$ cat config.mk
export PLATFORM = sky130hd
export DESIGN_NAME = reg_seq_ctrl
export DESIGN_NICKNAME = d
export VERILOG_FILES = /design/src/rtl/reg_seq_pkg.sv /design/src/rtl/reg_seq_sweep_cnt.sv /design/src/rtl/reg_seq_ctrl.sv
export SDC_FILE = /design/constraint.sdc
export NUM_CORES = 1
export LEC_CHECK = 0
export BUFFER_PORTS_ARGS = -buffer_cell sky130_fd_sc_hd__buf_2
export CAP_MARGIN = 10
export CORE_ASPECT_RATIO = 2
export CORE_MARGIN = 3
export CORE_UTILIZATION = 50
export CTS_CLUSTER_DIAMETER = 30
export DETAILED_ROUTE_END_ITERATION = 12
export HOLD_SLACK_MARGIN = 0.08
export PLACE_DENSITY_LB_ADDON = 0.25
export SETUP_SLACK_MARGIN = 0.05
export SLEW_MARGIN = 0
export SYNTH_ARGS = -nofsm -noshare
export SYNTH_HDL_FRONTEND = slang
export SYNTH_SLANG_ARGS = --single-unit
$ cat constraint.sdc
create_clock -name clk -period 1.83 [get_ports clk]
set_clock_uncertainty 0.15 [all_clocks]
set_input_delay 0.2745 -clock clk [delete_from_list [all_inputs] [get_ports clk]]
set_output_delay 0.2745 -clock clk [all_outputs]
set_load 0.005 [all_outputs]
$ cat src/rtl/reg_seq_pkg.sv
// Shared types and constants for the reg_file command sequencer.
// Optional feature macro: REG_SEQ_SWAP_EN (enables the SWP command).
package reg_seq_pkg;

    // Command opcodes; encodings 5..7 are illegal.
    typedef enum logic [2:0] {
        OP_LDA = 3'd0,
        OP_STA = 3'd1,
        OP_RDR = 3'd2,
        OP_SWP = 3'd3,
        OP_CLR = 3'd4
    } op_e;

    // Sequencer states. SWP_A only exists when swap support is built in.
    typedef enum logic [2:0] {
        ST_IDLE  = 3'd0,
        ST_EXEC  = 3'd1,
`ifdef REG_SEQ_SWAP_EN
        ST_SWP_A = 3'd2,
`endif
        ST_CLR_Z = 3'd3,
        ST_CLR_S = 3'd4,
        ST_DONE  = 3'd5
    } state_e;

    // Accept-to-response latency of the single-step commands.
    localparam int RSP_LAT_SIMPLE = 2;

    // True when the opcode is implemented in this build.
    function automatic logic op_legal(input logic [2:0] op);
        logic legal;
        legal = 1'b0;
        case (op)
            OP_LDA, OP_STA, OP_RDR, OP_CLR: legal = 1'b1;
`ifdef REG_SEQ_SWAP_EN
            OP_SWP:                         legal = 1'b1;
`endif
            default:                        legal = 1'b0;
        endcase
        return legal;
    endfunction

endpackage

$ cat src/rtl/reg_seq_sweep_cnt.sv
// Register-address sweep counter for the CLR command.
// Clears to 0, increments one step per enabled cycle, and saturates at
// NUM_REG-1 so the sweep never wraps back to address 0.
module reg_seq_sweep_cnt #(
    parameter int NUM_REG = 16,
    parameter int CNT_W   = 4
) (
    input  logic             clk,
    input  logic             reset,
    input  logic             clr,
    input  logic             inc,
    output logic [CNT_W-1:0] cnt,
    output logic             last
);

    localparam logic [CNT_W-1:0] LAST_VAL = CNT_W'(NUM_REG - 1);

    logic [CNT_W-1:0] cnt_reg;

    // Counter state: clear has priority, increment stops at the terminal value.
    always_ff @(posedge clk or posedge reset) begin
        if (reset) begin
            cnt_reg <= '0;
        end else if (clr) begin
            cnt_reg <= '0;
        end else if (inc && (cnt_reg != LAST_VAL)) begin
            cnt_reg <= cnt_reg + 1'b1;
        end
    end

    assign cnt  = cnt_reg;
    assign last = (cnt_reg == LAST_VAL);

endmodule

$ cat src/rtl/reg_seq_ctrl.sv
// Command sequencer driving the reg_file control inputs.
// Accepts one command over valid/ready, expands it into reg_file
// write/select cycles and returns a single-cycle response.
// Optional feature macro: REG_SEQ_SWAP_EN (SWP command; otherwise SWP is illegal).
module reg_seq_ctrl
    import reg_seq_pkg::*;
#(
    parameter int REG_WIDTH   = 8,
    parameter int REG_POINTER = 4,
    parameter int NUM_REG     = 16
) (
    input  logic                   clk,
    input  logic                   reset,
    input  logic                   cmd_valid,
    output logic                   cmd_ready,
    input  logic [2:0]             cmd_op,
    input  logic [REG_POINTER-1:0] cmd_addr,
    input  logic [REG_WIDTH-1:0]   cmd_data,
    output logic                   rsp_valid,
    output logic [REG_WIDTH-1:0]   rsp_data,
    output logic                   rsp_err,
    output logic                   busy,
    output logic                   rf_reg_write,
    output logic                   rf_acc_write,
    output logic [REG_WIDTH-1:0]   rf_value_in,
    output logic [REG_POINTER-1:0] rf_reg_addr,
    input  logic [REG_WIDTH-1:0]   rf_reg_out,
    input  logic [REG_WIDTH-1:0]   rf_acc_out
);

    state_e                 state_reg;
    state_e                 state_next;
    logic [2:0]             op_reg;
    logic [REG_POINTER-1:0] addr_reg;
    logic [REG_WIDTH-1:0]   data_reg;
    logic [REG_WIDTH-1:0]   cap_reg;
`ifdef REG_SEQ_SWAP_EN
    logic [REG_WIDTH-1:0]   tmp_reg;
`endif

    logic                   accept;
    logic                   sweep_clr;
    logic                   sweep_inc;
    logic [REG_POINTER-1:0] sweep_cnt;
    logic                   sweep_last;

    assign accept    = (state_reg == ST_IDLE) && cmd_valid;
    assign sweep_clr = (state_reg == ST_CLR_Z);
    assign sweep_inc = (state_reg == ST_CLR_S);

    reg_seq_sweep_cnt #(
        .NUM_REG (NUM_REG),
        .CNT_W   (REG_POINTER)
    ) u_sweep_cnt (
        .clk   (clk),
        .reset (reset),
        .clr   (sweep_clr),
        .inc   (sweep_inc),
        .cnt   (sweep_cnt),
        .last  (sweep_last)
    );

    // State register.
    always_ff @(posedge clk or posedge reset) begin
        if (reset) begin
            state_reg <= ST_IDLE;
        end else begin
            state_reg <= state_next;
        end
    end

    // Command capture on acceptance; command inputs are ignored at all other times.
    always_ff @(posedge clk or posedge reset) begin
        if (reset) begin
            op_reg   <= '0;
            addr_reg <= '0;
            data_reg <= '0;
        end else if (accept) begin
            op_reg   <= cmd_op;
            addr_reg <= cmd_addr;
            data_reg <= cmd_data;
        end
    end

    // Result capture in EXEC: accumulator for STA, addressed register for RDR.
    always_ff @(posedge clk or posedge reset) begin
        if (reset) begin
            cap_reg <= '0;
        end else if (state_reg == ST_EXEC) begin
            cap_reg <= (op_reg == OP_STA) ? rf_acc_out : rf_reg_out;
        end
    end

`ifdef REG_SEQ_SWAP_EN
    // Old register value for SWP, captured on the same edge the accumulator overwrites it.
    always_ff @(posedge clk or posedge reset) begin
        if (reset) begin
            tmp_reg <= '0;
        end else if ((state_reg == ST_EXEC) && (op_reg == OP_SWP)) begin
            tmp_reg <= rf_reg_out;
        end
    end
`endif

    // Next-state decode.
    always_comb begin
        state_next = state_reg;
        case (state_reg)
            ST_IDLE: begin
                if (cmd_valid) begin
                    state_next = (cmd_op == OP_CLR) ? ST_CLR_Z : ST_EXEC;
                end
            end
            ST_EXEC: begin
`ifdef REG_SEQ_SWAP_EN
                state_next = (op_reg == OP_SWP) ? ST_SWP_A : ST_DONE;
`else
                state_next = ST_DONE;
`endif
            end
`ifdef REG_SEQ_SWAP_EN
            ST_SWP_A: state_next = ST_DONE;
`endif
            ST_CLR_Z: state_next = ST_CLR_S;
            ST_CLR_S: begin
                if (sweep_last) begin
                    state_next = ST_DONE;
                end
            end
            ST_DONE:  state_next = ST_IDLE;
            default:  state_next = ST_IDLE;
        endcase
    end

    // Handshake and response outputs; response data is forced to 0 outside DONE.
    always_comb begin
        cmd_ready = (state_reg == ST_IDLE);
        busy      = (state_reg != ST_IDLE);
        rsp_valid = (state_reg == ST_DONE);
        rsp_err   = 1'b0;
        rsp_data  = '0;
        if (state_reg == ST_DONE) begin
            rsp_err = !op_legal(op_reg);
            case (op_reg)
                OP_LDA:         rsp_data = data_reg;
                OP_STA, OP_RDR: rsp_data = cap_reg;
`ifdef REG_SEQ_SWAP_EN
                OP_SWP:         rsp_data = tmp_reg;
`endif
                default:        rsp_data = '0;
            endcase
        end
    end

    // reg_file control decode from registered state only; the two write
    // strobes are never raised together.
    always_comb begin
        rf_reg_write = 1'b0;
        rf_acc_write = 1'b0;
        rf_value_in  = '0;
        rf_reg_addr  = '0;
        case (state_reg)
            ST_EXEC: begin
                case (op_reg)
                    OP_LDA: begin
                        rf_acc_write = 1'b1;
                        rf_value_in  = data_reg;
                    end
                    OP_STA: begin
                        rf_reg_write = 1'b1;
                        rf_reg_addr  = addr_reg;
                        rf_value_in  = rf_acc_out;
                    end
                    OP_RDR: begin
                        rf_reg_addr  = addr_reg;
                    end
`ifdef REG_SEQ_SWAP_EN
                    OP_SWP: begin
                        rf_reg_write = 1'b1;
                        rf_reg_addr  = addr_reg;
                        rf_value_in  = rf_acc_out;
                    end
`endif
                    default: begin
                        rf_reg_write = 1'b0;
                    end
                endcase
            end
`ifdef REG_SEQ_SWAP_EN
            ST_SWP_A: begin
                rf_acc_write = 1'b1;
                rf_value_in  = tmp_reg;
            end
`endif
            ST_CLR_Z: begin
                rf_acc_write = 1'b1;
                rf_value_in  = '0;
            end
            ST_CLR_S: begin
                rf_reg_write = 1'b1;
                rf_reg_addr  = sweep_cnt;
                rf_value_in  = '0;
            end
            default: begin
                rf_reg_write = 1'b0;
            end
        endcase
    end

endmodule

# After elaboration in Yosys (flattened, before gate mapping)

Index checks and enable logic that the tools add are counted.

Muxes and demuxes: 20
Add/sub/neg operators: 1
Reductions and logical operators: 10
Equality and inequality tests: 12

Operators by type and width:

| cell                  | count |
|---|---|
| $pmux W8 S2           | 2 |
| $mux W8               | 3 |
| $eq A3 B3 Y1 const B  | 4 |
| $mux W4               | 3 |
| $pmux W3 S4           | 1 |
| $pmux W4 S2           | 1 |
| $eq A3 B1 Y1 const B  | 2 |
| $eq A3 B2 Y1 const B  | 2 |
| $logic_not A3 Y1      | 2 |
| $mux W3               | 2 |
| $mux W1               | 5 |
| $add A4 B1 Y4 const B | 1 |
| $eq A4 B4 Y1 const B  | 1 |
| $ne A2 B2 Y1 const B  | 2 |
| $ne A4 B4 Y1 const B  | 1 |
| $pmux W1 S2           | 2 |
| $reduce_or A4 Y1      | 1 |
| $reduce_bool A3 Y1    | 1 |
| $logic_and A1 B1 Y1   | 2 |
| $mux W2               | 1 |
| $reduce_and A2 Y1     | 1 |
| $reduce_bool A2 Y1    | 1 |
| $reduce_or A2 Y1      | 1 |
| $logic_not A1 Y1      | 1 |

Flip-flop bits (word level): 30
Word-level logic and storage cells: 49
Output and inout bits: 26
Input port bits: 34

# Depth between registers and ports, before layout

Gate-level depths: netlist (run 1).

Depth in word-level cells: 6
Gate-level depth with buffers: 5
Mapped depth without buffers: 4

# Hierarchy

Synthesis (run 1) repeated with hierarchy kept, for this count alone.

Cell total of the unflattened synthesis: 173
Area total of the unflattened synthesis: 1739.2 um^2

Modules (own cells, without submodules):

| module            | cells each | area each (um^2) | sequential area each (um^2) | instances |
|---|---|---|---|---|
| reg_seq_ctrl      | 152        | 1506.4           | 650.6                       | 1 |
| reg_seq_sweep_cnt | 21         | 232.7            | 100.1                       | 1 |

# Worst setup path before layout (run 1)

Ideal clock, no wire load.

Path type: reg2reg
From: register state_reg[1]
To: register addr_reg[0]
Path buffers: 2
Arrival: 1407 ps
Stages on the path, launching flop included: 6
Library setup time: 125 ps
Period minus slack after synthesis: 1682 ps
Path slack: 148 ps
Data required time: 1555 ps
Cells stage by stage: dfrtp_1 > nor3_2 > and2_1 > buf_6 > buf_8 > mux2_4

Longest elaborated chain between the ends: 2

Ends and longest elaborated chain:

| element                | line               | text |
|---|---|---|
| from (decl)            | reg_seq_ctrl.sv:31 | `state_e state_reg;` |
| from (signal assigned) | reg_seq_ctrl.sv:68 | `state_reg <= state_next;` |
| $logic_not A3 Y1       | -                  |  |
| named net cmd_ready    | reg_seq_ctrl.sv:15 | `output logic cmd_ready,` |
| $logic_and A1 B1 Y1    | reg_seq_ctrl.sv:47 | `assign accept = (state_reg == ST_IDLE) && cmd_valid;` |
| to (signal assigned)   | reg_seq_ctrl.sv:80 | `addr_reg <= cmd_addr;` |
| to (decl)              | reg_seq_ctrl.sv:34 | `logic [REG_POINTER-1:0] addr_reg;` |

The timed path passes the listed nets, and every way through them passes these cells.
A chain may end at the register's enable or synchronous reset.

# Final worst setup path (run 1)

From: register op_reg[2]
To: output port rsp_data[0]

Longest elaborated chain between the ends: 4
Elaborated cells on any way between the ends: 6
Those cells by class: 2 x eq/ne; 2 x mux; 2 x reduce/logical

Ends and longest elaborated chain:

| element                                             | line                | text |
|---|---|---|
| from (decl)                                         | reg_seq_ctrl.sv:33  | `logic [2:0] op_reg;` |
| from (signal assigned)                              | reg_seq_ctrl.sv:79  | `op_reg <= cmd_op;` |
| $eq A3 B1 Y1 / $eq A3 B2 Y1 (equally long branches) | reg_seq_ctrl.sv:144 | `case (op_reg)` |
| $reduce_or A2 Y1 (no source line)                   | -                   |  |
| $pmux W8 S2 (*)                                     | reg_seq_ctrl.sv:144 |  |
| $mux W8 (*)                                         | reg_seq_ctrl.sv:142 | `if (state_reg == ST_DONE) begin` |
| to (decl)                                           | reg_seq_ctrl.sv:20  | `output logic [REG_WIDTH-1:0] rsp_data,` |

Every way passes the cells marked *; elsewhere a longest branch is shown, timed or not.

==> flow_summary.yaml, run 1 <==
worst_setup_path:
  ff2ff_path_depth: 4
  critPathLaunchType: "register"
  endpoint_kind: "primary output"
  r2r-end: "cap_reg[1]$_DFFE_PP0P_"
  path_class: "reg -> out"
  required_ns: 1.41
  arrival_ns: 1.50
  cp_max_fo: 6
  r2r_slack_ns: 0
  r2r_start: "op_reg[2]$_DFFE_PP0P_"
sta:
  fin_crit_ns: 1.924
  tightest_slew_ns: 0.4925
  slew_headroom_pct: 67.16
  hold_ws_ns: 0.1057
  fin_crit_sh_pct: 105.1
  layout_setup_ws_ns: -0.09380
  max_freq_mhz: 519.8
  finalSetupViolCount: 22
  rsz0062_at_grt: "yes"
  finalHoldViolCount: 0
  final_max_slew_viol_count: 0
layout:
  multiInputGateArea_mm2: 0.001039
  final_nets: 304
  areaGrowthSynthToFinish_pct: 50.67
  diodes: 0
  layout_common_cells: "buf_2, dfrtp_1, nor2_1"
  final_common_cell: "buf_2"
  stdcell_count: 300
  fillers: 203
  drive_gt1_share_pct: 49.81
  fin_area_mm2: 0.002660
  area.sequential_um2: 758.2
yosys:
  avgSynthCellArea_um2: 10.20
  synth_top_cell_area_share_pct: 42.52
  syn_nets: 208
  synthDistinctLibCells: 37
  ys_ff_latch: 30
  synth_edf_count: 0
  seq_area_frac_synth_pct: 42.52
  synth.area.top_cells: "dfrtp_1, mux2i_1, mux2_4"
  synth_ff_type: "dfrtp_1"
  netlist_instances: 173
  syn-cell-area_mm2: 0.001765
  async_flop_share_pct: 100.0
  yosysTopAreaCell: "dfrtp_1"
  yosys_warnings: 0
global_route:
  grt_overflow: 0
  grt_pass1_wl_mm: 7.969
  grt_pass1_vias: 1676
  grtUsageTotal_pct: 26.03
  antenna_found_initial: 0
  grt_start_max_net_pins: 31
placed_design:
  pre_cts_ws_ns: 0.1034
  globalplace.congestion: 0.9231
  numPortBuffers: 59
  placed_cells: 265
  place_hpwl_mm: 3.419
  dpl_cell_area_mm2: 0.002142
route:
  wl_mm: 5.571
  antenna_left: 0
  drc: 0
  drt-initial-drc-count: 49
  firstDrtPassIters: 4
  vias: 1781
  routed_via_density: 5.937
  detail_route.wl_per_cell_um: 18.57
run_status:
  status: "finished, violations left"
  violations: "setup timing"
clocking:
  cts_tree: "done"
  cts-root-buf: "clkbuf_8"
  insertion_delay_ns: 0.29
  cts.sinks: 30
  clk_pin_slew_ns: 0.06
  htree_num_levels: 2
  cts_made_buffers: 5
  clock_tree.buffer_depth: 2
die:
  fp-row-count: 29
  coreArea_mm2: 0.003266
  num_io_pins: 60
  die_h_um: 90.04
  die-area_mm2: 0.004323
  start_util_pct: 54.06
  die_w_um: 48.02
power:
  p_leak_nw: 1.301
  p_total_mw: 4.635
  powerDensity_mw_per_mm2: 1742
  ir_drop_uv: 1398
worst_hold_path:
  hp-class: "in -> reg"
  hold_path_startpoint: "cmd_op[1]"
  holdPathStages: 2
  worstHoldEndpoint: "op_reg[1]$_DFFE_PP0P_"
flow_run:
  drv_cap: 0
-- worst max-delay path: stages (launching register included) --
cell and delay [ns]:
dfrtp_2 0.47, nor3_4 0.26, buf_4 0.18, a32oi_1 0.06, nor2_1 0.11, buf_2 0.12
-- Yosys cell counts (2+ instances only) --
library cell,number
mux2_4,8
buf_2,6
nand4_1,4
nor3_1,2
dfrtp_1,30
nand3b_1,2
or3b_1,2
inv_1,5
nor3_2,2
a21oi_1,15
nor2_1,27
o21ai_0,2
nor2b_1,3
mux2_2,6
nand2_1,10
and3_1,2
mux2i_1,18
a32oi_1,8
clkbuf_1,3
-- final cells by class --
class | instances | share of cell area (%)
Clock buffer | 7 | 2.869
Inverter | 5 | 0.8467
Multi-Input combinational cell | 126 | 39.04
Sequential cell | 30 | 28.50
Tap cell | 31 | 1.458
Timing Repair Buffer | 100 | 27.00
Timing Repair inverter | 1 | 0.2822
-- cell families after synthesis --
group                    share of synthesized area [%]
flip-flops                                       42.52
AND/OR/NAND/NOR                                  17.51
AO/OA/AOI/OAI                                    12.62
buffers and inverters                            5.315
adder cells (fa/ha/maj)                         0.7086
XOR/XNOR                                        0.4962
multiplexers                                     20.84
-- power breakdown --
group          leakage, nW  internal, mW  total (mW)  switching [mW]
logic                0.916          1.50        2.76            1.27
clock network       0.0383         0.261       0.503           0.241
registers            0.347         0.995        1.37           0.376
total                 1.30          2.75        4.64            1.88
-- per-stage QoR --
stage	setup TNS (ns)	util (%)
after floorplan	0	-
after global placement	0	65.59
after detailed placement	0	65.59
after CTS	-0.4306	74.79
after global routing	-2.961	81.46
final	-1.376	81.46
-- metal layers --
metal / vias up / share of wire (%) / global-route usage (%)
met5: - / 0 / 0
met4: 0 / 2.9 / 11.01
met3: 15 / 4.2 / 5.400
met2: 89 / 57 / 43.36
met1: 868 / 36 / 29.95
li1: 809 / - / -
-- worst max path at each step --
stage | slack (ns) | start | endpoint | cells past startpoint
finish | -0.09 | op_reg[2]$_DFFE_PP0P_ | rsp_data[0] | 5
global route | -0.18 | op_reg[2]$_DFFE_PP0P_ | rsp_data[0] | 5
CTS | -0.05 | op_reg[1]$_DFFE_PP0P_ | rsp_data[7] | 5
detailed placement | 0.10 | state_reg[0]$_DFFE_PP0P_ | data_reg[7]$_DFFE_PP0P_ | 4
floorplan | 0.15 | state_reg[1]$_DFFE_PP0P_ | addr_reg[0]$_DFFE_PP0P_ | 5
global placement | 0.14 | op_reg[1]$_DFFE_PP0P_ | rf_reg_addr[3] | 5
-- timing repair --
item,in CTS,in global routing
setup buffers,5,8
cloned,1,1
hold buffers,12,1
resized for setup,17,33
setup endpoints to repair,22,40
pin swaps,22,7
endpoints found under the hold margin,41,1
No activity file was read; power rests on OpenSTA's default activity.
==> inputs of run 2 (changes only) <==
- SETUP_SLACK_MARGIN: 0.05 -> 0.5
- clock period: 1.83 -> 2.35 ns (I/O delays scaled with it)
==> run 2 against run 1 <==
Net effect: the flow now finishes without violations; non-clock buffer count down 16; hold slack better by 0.039 ns; global-route usage shrank 0.76 points; count of clock-buffer cells in the layout unchanged; power is 24% lower; largest cell class unchanged.
==> flow_summary.yaml, run 2 (same netlist as run 1, synthesis figures left out) <==
run_status:
  status: "complete, no violations"
die:
  die_h_um: 90.04
  num_io_pins: 60
  die-area_mm2: 0.004323
  fp-row-count: 29
  coreArea_mm2: 0.003266
  die_w_um: 48.02
  start_util_pct: 54.06
sta:
  fin_crit_sh_pct: 87.66
  final_max_slew_viol_count: 0
  slew_headroom_pct: 66.81
  finalSetupViolCount: 0
  rsz0062_at_grt: "yes"
  setup_tns_ns: 0
  finalHoldViolCount: 0
  fin_crit_ns: 2.060
  tightest_slew_ns: 0.4979
  hold_ws_ns: 0.1449
  max_freq_mhz: 485.4
power:
  powerDensity_mw_per_mm2: 1425
  p_leak_nw: 1.211
  ir_drop_uv: 808.3
worst_setup_path:
  critPathLaunchType: "register"
  crit_chain: "xor2_4 > buf_6 > nand4_1 > a21oi_2 > buf_2"
  cp_slowest_cell: "dfrtp_2"
  path_class: "reg -> out"
  endpoint_kind: "primary output"
  arrival_ns: 1.56
  required_ns: 1.85
  cp_max_fo: 6
  slowest_delay_ns: 0.48
route:
  wl_mm: 5.102
  drt-initial-drc-count: 56
  routed_via_density: 5.863
  vias: 1671
  antenna_left: 0
  firstDrtPassIters: 4
  detail_route.wl_per_cell_um: 17.90
  drc: 0
layout:
  fillers: 215
  layout_common_cells: "buf_2, nor2_1, dfrtp_1"
  final_common_cell: "buf_2"
  areaGrowthSynthToFinish_pct: 39.48
  drive_gt1_share_pct: 51.18
  fin_area_mm2: 0.002462
  final_nets: 288
  diodes: 0
  stdcell_count: 285
clocking:
  cts_made_buffers: 5
  clk_pin_slew_ns: 0.07
  cts-root-buf: "clkbuf_8"
  htree_num_levels: 2
  cts.sinks: 30
  clock_tree.buffer_depth: 2
  cts_tree: "done"
  insertion_delay_ns: 0.29
worst_hold_path:
  hp-class: "in -> reg"
placed_design:
  place_hpwl_mm: 3.309
  numPortBuffers: 59
  dpl_cell_area_mm2: 0.002062
  globalplace.congestion: 0.7622
  placed_cells: 256
flow_run:
  drv_cap: 0
global_route:
  grtUsageTotal_pct: 25.27
  use_met2_pct: 41.81
  grt_start_max_net_pins: 31
  gr-usage-met3_pct: 5.400
  grt_pass1_vias: 1759
  grt_pass1_wl_mm: 7.983
  top_usage_layer: "met2"
  antenna_found_initial: 0
  grt_overflow: 0
  met1_usage_pct: 27.94
==> run 2: area by class of cell <==
cell class                 instances  area [µm²]  share of cell area, %
clock buffer                       7       86.33                  3.506
clock inverter                     1       5.005                 0.2033
inverter                           5       22.52                 0.9146
multi-input combinational        126        1025                  41.62
sequential                        30       758.2                  30.79
tap                               31       38.79                  1.575
timing repair buffer              84       519.2                  21.09
timing repair inverter             1       7.507                 0.3049
==> run 2: per-stage QoR <==
stage | power [mW] | util (%) | setup slack, ns
after floorplan | 2.063 | - | 0.6681
after global placement | 2.437 | 63.14 | 0.4366
after detailed placement | 2.474 | 63.14 | 0.4015
after CTS | 3.266 | 72.07 | 0.3137
after global routing | 3.738 | 75.40 | 0.2550
final | 3.509 | 75.40 | 0.2900
==> run 2: what timing repair did <==
item,in CTS,in global routing
buffers inserted,13,5
setup endpoints to repair,38,39
gates resized for setup,26,14
endpoints found under the hold margin,30,0
hold buffers,1,0
pin swaps,16,14
gates cloned,2,0
==> run 2: power breakdown <==
group          switching, mW  internal, mW
Combinational          0.917          1.07
Clock                  0.196         0.236
Sequential             0.320         0.775
==> run 2: final timing paths <==
check,from,endpoint,slack [ns],cells after the start
max in group asynchronous,reset,op_reg[1]$_DFFE_PP0P_,1.20,4
min in group asynchronous,reset,data_reg[7]$_DFFE_PP0P_,0.53,4
worst max-delay path,op_reg[0]$_DFFE_PP0P_,rf_reg_addr[3],0.29,5
worst max register to register,op_reg[2]$_DFFE_PP0P_,cap_reg[1]$_DFFE_PP0P_,0.48,4
worst min-delay path,cmd_data[2],data_reg[2]$_DFFE_PP0P_,0.14,2
worst min register to register,addr_reg[3]$_DFFE_PP0P_,addr_reg[3]$_DFFE_PP0P_,0.37,1
==> run 2: critical path, delay by kind of cell, from the launching register on <==
family | cells | cell delay (ns)
AO/OA/AOI/OAI | 1 | 0.14
XOR/XNOR | 1 | 0.24
buffers and inverters | 2 | 0.27
flip-flops | 1 | 0.48
AND/OR/NAND/NOR | 1 | 0.13
==> run 2: per-layer routing <==
| metal | share of wire, % | vias up |
|---|---|---|
| met1 | 37 | 812 |
| met3 | 5.0 | 14 |
| met2 | 55 | 72 |
| met5 | 0 | - |
| li1 | - | 773 |
| met4 | 3.0 | 0 |
